`src/rtl/bram_wb_bridge.sv`:
```
// bram_wb_bridge: Wishbone B3 slave front-end for the generic_sync_mem block RAM.
// Translates bus cycles into RAM strobes, acks one cycle later (registered),
// and emulates byte-lane writes with a read-modify-write sequence.
//
// Ports:
//   clk, rst           single clock, asynchronous active-high reset
//   wb_cyc_i/stb_i/we_i, wb_adr_i, wb_dat_i, wb_sel_i, wb_cti_i
//                      Wishbone slave inputs
//   wb_dat_o, wb_ack_o Wishbone slave outputs (data is RAM output, ack is registered)
//   mem_address, mem_data_in, mem_cs, mem_we, mem_data_out
//                      RAM-side strobes and read data
//
// Build option: define BRAM_WB_BURST_EN to enable incrementing-burst reads
// (wb_cti_i = 3'b010) at one word per cycle. Without it wb_cti_i is ignored.

module bram_wb_bridge #(
    parameter int DATA_WIDTH = 32,
    parameter int ADDR_WIDTH = 8,
    parameter int SEL_WIDTH  = DATA_WIDTH / 8
) (
    input  logic                  clk,
    input  logic                  rst,
    input  logic                  wb_cyc_i,
    input  logic                  wb_stb_i,
    input  logic                  wb_we_i,
    input  logic [ADDR_WIDTH-1:0] wb_adr_i,
    input  logic [DATA_WIDTH-1:0] wb_dat_i,
    input  logic [SEL_WIDTH-1:0]  wb_sel_i,
    input  logic [2:0]            wb_cti_i,
    output logic [DATA_WIDTH-1:0] wb_dat_o,
    output logic                  wb_ack_o,
    output logic [ADDR_WIDTH-1:0] mem_address,
    output logic [DATA_WIDTH-1:0] mem_data_in,
    input  logic [DATA_WIDTH-1:0] mem_data_out,
    output logic                  mem_cs,
    output logic                  mem_we
);

`ifdef BRAM_WB_BURST_EN
    typedef enum logic [1:0] {IDLE, RMW, ACK, BURST} state_t;
`else
    typedef enum logic [1:0] {IDLE, RMW, ACK} state_t;
`endif

    state_t state, state_nxt;
    logic   ack_nxt;
    logic   req;
    logic [DATA_WIDTH-1:0] merged;

    assign req      = wb_cyc_i & wb_stb_i;
    assign wb_dat_o = mem_data_out;

    // Byte-lane merge for the write half of a read-modify-write:
    // selected lanes come from the bus, the rest from the word just read.
    always_comb begin
        merged = mem_data_out;
        for (int k = 0; k < SEL_WIDTH; k++) begin
            if (wb_sel_i[k]) begin
                merged[8*k +: 8] = wb_dat_i[8*k +: 8];
            end
        end
    end

`ifdef BRAM_WB_BURST_EN
    localparam logic [ADDR_WIDTH-1:0] ADDR_ONE = {{(ADDR_WIDTH-1){1'b0}}, 1'b1};

    logic [ADDR_WIDTH-1:0] next_addr, next_addr_nxt;

    always_ff @(posedge clk or posedge rst) begin
        if (rst) begin
            next_addr <= '0;
        end else begin
            next_addr <= next_addr_nxt;
        end
    end
`else
    // Cycle type only matters for bursts; reduce it to a dummy sink.
    logic unused_cti;
    assign unused_cti = ^wb_cti_i;
`endif

    always_ff @(posedge clk or posedge rst) begin
        if (rst) begin
            state    <= IDLE;
            wb_ack_o <= 1'b0;
        end else begin
            state    <= state_nxt;
            wb_ack_o <= ack_nxt;
        end
    end

    always_comb begin
        state_nxt   = state;
        ack_nxt     = 1'b0;
        mem_cs      = 1'b0;
        mem_we      = 1'b0;
        mem_address = wb_adr_i;
        mem_data_in = wb_dat_i;
`ifdef BRAM_WB_BURST_EN
        next_addr_nxt = next_addr;
`endif
        unique case (state)
            IDLE: begin
                if (req) begin
                    if (!wb_we_i) begin
                        mem_cs    = 1'b1;
                        ack_nxt   = 1'b1;
                        state_nxt = ACK;
`ifdef BRAM_WB_BURST_EN
                        if (wb_cti_i == 3'b010) begin
                            state_nxt     = BURST;
                            next_addr_nxt = wb_adr_i + ADDR_ONE;
                        end
`endif
                    end else if (&wb_sel_i) begin
                        mem_cs    = 1'b1;
                        mem_we    = 1'b1;
                        ack_nxt   = 1'b1;
                        state_nxt = ACK;
                    end else if (wb_sel_i == '0) begin
                        // Nothing to write: ack without touching the RAM.
                        ack_nxt   = 1'b1;
                        state_nxt = ACK;
                    end else begin
                        mem_cs    = 1'b1;
                        state_nxt = RMW;
                    end
                end
            end
            RMW: begin
                if (wb_cyc_i) begin
                    mem_cs      = 1'b1;
                    mem_we      = 1'b1;
                    mem_data_in = merged;
                    ack_nxt     = 1'b1;
                    state_nxt   = ACK;
                end else begin
                    // Master abandoned the cycle: drop the write silently.
                    state_nxt = IDLE;
                end
            end
            ACK: begin
                state_nxt = IDLE;
            end
`ifdef BRAM_WB_BURST_EN
            BURST: begin
                // Ack is high here; each continuing beat prefetches the next word.
                if (req && wb_cti_i != 3'b111) begin
                    mem_cs        = 1'b1;
                    mem_address   = next_addr;
                    next_addr_nxt = next_addr + ADDR_ONE;
                    ack_nxt       = 1'b1;
                end else begin
                    state_nxt = IDLE;
                end
            end
`endif
            default: begin
                state_nxt = IDLE;
            end
        endcase

        // Keep the RAM quiet while reset is held, whatever the bus does.
        if (rst) begin
            mem_cs = 1'b0;
            mem_we = 1'b0;
        end
    end

endmodule

```
`config.mk`:
```
export PLATFORM = sky130hd
export DESIGN_NAME = bram_wb_bridge
export DESIGN_NICKNAME = d
export VERILOG_FILES = /design/src/rtl/bram_wb_bridge.sv
export SDC_FILE = /design/constraint.sdc
export NUM_CORES = 1
export LEC_CHECK = 0
export ABC_AREA = 1
export BUFFER_PORTS_ARGS = -buffer_cell sky130_fd_sc_hd__buf_2
export CELL_PAD_IN_SITES_DETAIL_PLACEMENT = 1
export CELL_PAD_IN_SITES_GLOBAL_PLACEMENT = 1
export CORE_ASPECT_RATIO = 0.9
export CORE_MARGIN = 10
export CORE_UTILIZATION = 20
export DETAILED_ROUTE_END_ITERATION = 8
export GPL_TIMING_DRIVEN = 0
export PLACE_DENSITY_LB_ADDON = 0.1
export SYNTH_ARGS = -nofsm -noshare
export SYNTH_HDL_FRONTEND = slang
export SYNTH_SLANG_ARGS = --single-unit
```
`constraint.sdc`:
```
create_clock -name clk -period 2.3 [get_ports clk]
set_clock_uncertainty 0.1 [all_clocks]
set_input_delay 0.115 -clock clk [delete_from_list [all_inputs] [get_ports clk]]
set_output_delay 0.115 -clock clk [all_outputs]
set_load 0.02 [all_outputs]
```
==> metrics.md <==
| Metric | Value |
|---|---|
| Die width | `100.7 µm` |
| Port Buffers | `147` |
| Cell count after synthesis | `176` |
| Crit path kind | `reg -> out` |
| Row cnt | `26` |
| Setup crit end kind | `primary output` |
| Total length of routed wires | `5.021 mm` |
| DR pass1 iterations | `4` |
| Highest ir drop seen on vdd | `118.0 µV` |
| CTS Root Cell | `clkbuf_8` |
| Most common cell after layout, fill and taps aside | `buf_2` |
| Syn_nets | `260` |
| Crit Reg-Reg Startpoint | `state[0]` |
| Yosys reg bits | `3` |
| Sequential share of power | `0.097` |
| Core area | `5693 µm²` |
| Pwr dens | `290.5 nW/µm²` |
| Fin area | `2051 µm²` |
| Clock sinks | `3` |
| Status | `completed` |
| Critical path peak fanout | `10` |
| Critical Path AT | `1.59 ns` |
| Routed WL per cell | `12.62 µm` |
| Hold path startpoint | `wb_we_i` |
| Routed Antenna Nets | `0` |
| Combinational group share of total power | `0.646` |
| Die ar. | `9329 µm²` |
| Critical Path Max Stage Delay | `0.36 ns` |
| TritonCTS Buffers | `3` |
| CTS tree | `built` |
| Leakage power | `1.344 nW` |
| Register-to-Register Path Depth | `5` |
| Worst Hold Class | `in -> reg` |
| Final Critical Period | `1.802 ns` |
| Max_cap viols | `0` |
| CTS Buffer Depth | `2` |
| # DRC | `0` |
| Worst-Margin Slew | `0.2262 ns` |
| DIE HEIGHT | `92.64 µm` |
| Largest net degree at the start of global routing | `11` |
| Share of cells above drive strength 1 | `0.7317` |
| Clk Latency, worst-skew pair | `0.22 ns` |
| Io pins | `159` |
| H-tree levels | `1` |
| Setup-failing EPs final | `0` |
| Worst slew margin | `0.8486` |
| GR Util All Layers | `0.09936` |
| Area growth syn-to-layout | `74.92%` |
| Hold Path End | `state[0]` |
| Yosys cell types | `14` |
| Nets | `413` |
| Critical-path cell list | `inv_2 -> nand3_2 -> or2_1 -> buf_6 -> buf_12 -> o21ai_2 -> buf_2` |
| Vias in the first global route | `1653` |
| Initial drt markers | `8` |
| FMAX | `0.5550 GHz` |
| CTS resizes | `0` |
| First-pass GRT wire length | `7.686 mm` |
| Synth warn | `0` |
| Seq/Total Area, Yosys | `0.06403` |
| CP required | `2.09 ns` |
| Number of vias per cell | `3.874` |
| Clk pwr share | `0.258` |
| DP Wirelength | `4.732 mm` |
| Slew Viols, Final | `0` |
| RSZ-0062 raised after global routing | `no` |
| CP max stage cell | `dfrtp_1` |
| Post-DP Area | `1996 µm²` |
| Worst hold stages | `3` |
| Setup slack, reg-to-reg | `1.30 ns` |
| Fin. Hold Viols | `0` |
| Placer Congestion | `0.6851` |
| Vias | `1542` |
| Worst-path clk slew | `0.03 ns` |
| Net switching power | `0.2475 mW` |
| Ratio of final minimum period to clock period | `0.7834` |
| Avg Cell Area, Syn | `6.661 µm²` |
| Critical Path Start Type | `flip-flop` |
| Overflow after GRT | `0` |
| R2R Path End | `state[0]` |
| Internal power | `0.3483 mW` |
| Diodes inserted | `0` |
| TNS Setup | `0 ns` |
| Starting density of the core | `0.2059` |
| Most frequent cells in the layout | `buf_2 (147), buf_4 (40), inv_1 (36)` |
| Synthesized area | `1172 µm²` |
| Sw frac | `0.4154` |
| Number of fill cells in the layout | `778` |
| Initial antenna violation count | `0` |
[worst max-delay path by stage]
stage                        start              end  slack (ns)  cells past startpoint
final                     state[1]  mem_data_in[21]        0.50                      7
after global placement    state[1]  mem_data_in[27]        0.68                      7
after detailed placement  state[1]   mem_data_in[8]        0.69                      7
after floorplan           state[1]   mem_data_in[0]        0.86                      6
after CTS                 state[1]   mem_data_in[8]        0.45                      7
after global routing      state[1]  mem_data_in[17]        0.33                      7
[flip-flops by register name, summed over array words and instances (netlist names)]
| register | cells |
|---|---|
| wb_ack_o | 1 |
| state | 2 |
[kinds of logic after synthesis]
| group | after synthesis | share of synthesized area |
|---|---|---|
| DFF | 3 | 0.06403 |
| buffers and inverters | 85 | 0.4813 |
| AOI/OAI and AO/OA | 34 | 0.2476 |
| and+or+nand+nor | 54 | 0.2070 |
[Yosys cell counts (all sizes together)]
master | number | area, µm²
nand2 | 41 | 173.9
nand3 | 4 | 25.02
or2 | 4 | 25.02
a21oi | 2 | 10.01
nor2 | 5 | 18.77
buf | 48 | 425.4
o21ai | 32 | 280.3
inv | 37 | 138.9
dfrtp | 3 | 75.07
[critical path, delay by kind of cell (launching register included)]
kind                   cells  cell delay [ns]
AOI/OAI and AO/OA          1             0.10
and+or+nand+nor            2             0.39
buffers and inverters      4             0.52
DFF                        1             0.36
[stage by stage]
step                worst slack [ns]  instances  utilization  hold slack [ns]  power, mW
floorplan                     0.8623        176            -          -0.2314     0.2943
global placement              0.6835        393       0.3505         -0.09891     0.4450
detailed placement            0.6907        393       0.3505         -0.08788     0.4500
CTS                           0.4517        398       0.3602          0.09702     0.6123
global route                  0.3309        398       0.3602           0.1222     0.6471
finish                        0.4981        398       0.3602          0.09917     0.5958
[per-layer routing]
metal / vias to the layer above / part of all wire / GRT usage
met1: 663 / 0.35 / 0.09812
met2: 91 / 0.47 / 0.1681
met5: - / 0 / 0
met3: 4 / 0.17 / 0.06166
met4: 0 / 0.0088 / 0.03176
li1: 784 / - / -
[repair_timing]
| item | in CTS | in global routing |
|---|---|---|
| endpoints found under the hold margin | 3 | 0 |
| hold buffers | 1 | 0 |
| buffers inserted | 0 | 0 |
| endpoints found under the setup margin | 0 | 0 |
[power by group through the flow]
stage               combinational [mW]  sequential, mW  clock, mW
floorplan                        0.235          0.0597          0
global placement                 0.387          0.0582          0
detailed placement               0.392          0.0583          0
CTS                              0.394          0.0577      0.160
global route                     0.422          0.0581      0.168
finish                           0.385          0.0576      0.154
[final cells by class]
class | instances | area [µm²] | area share
buffer | 48 | 425.4 | 0.2074
clock buffer | 4 | 45.04 | 0.02196
inverter | 37 | 138.9 | 0.06772
multi-input combinational | 88 | 533.0 | 0.2599
sequential | 3 | 75.07 | 0.03661
tap | 70 | 87.58 | 0.04271
timing repair buffer | 148 | 745.7 | 0.3636
Note: power is estimated with default switching activity, not from simulation.
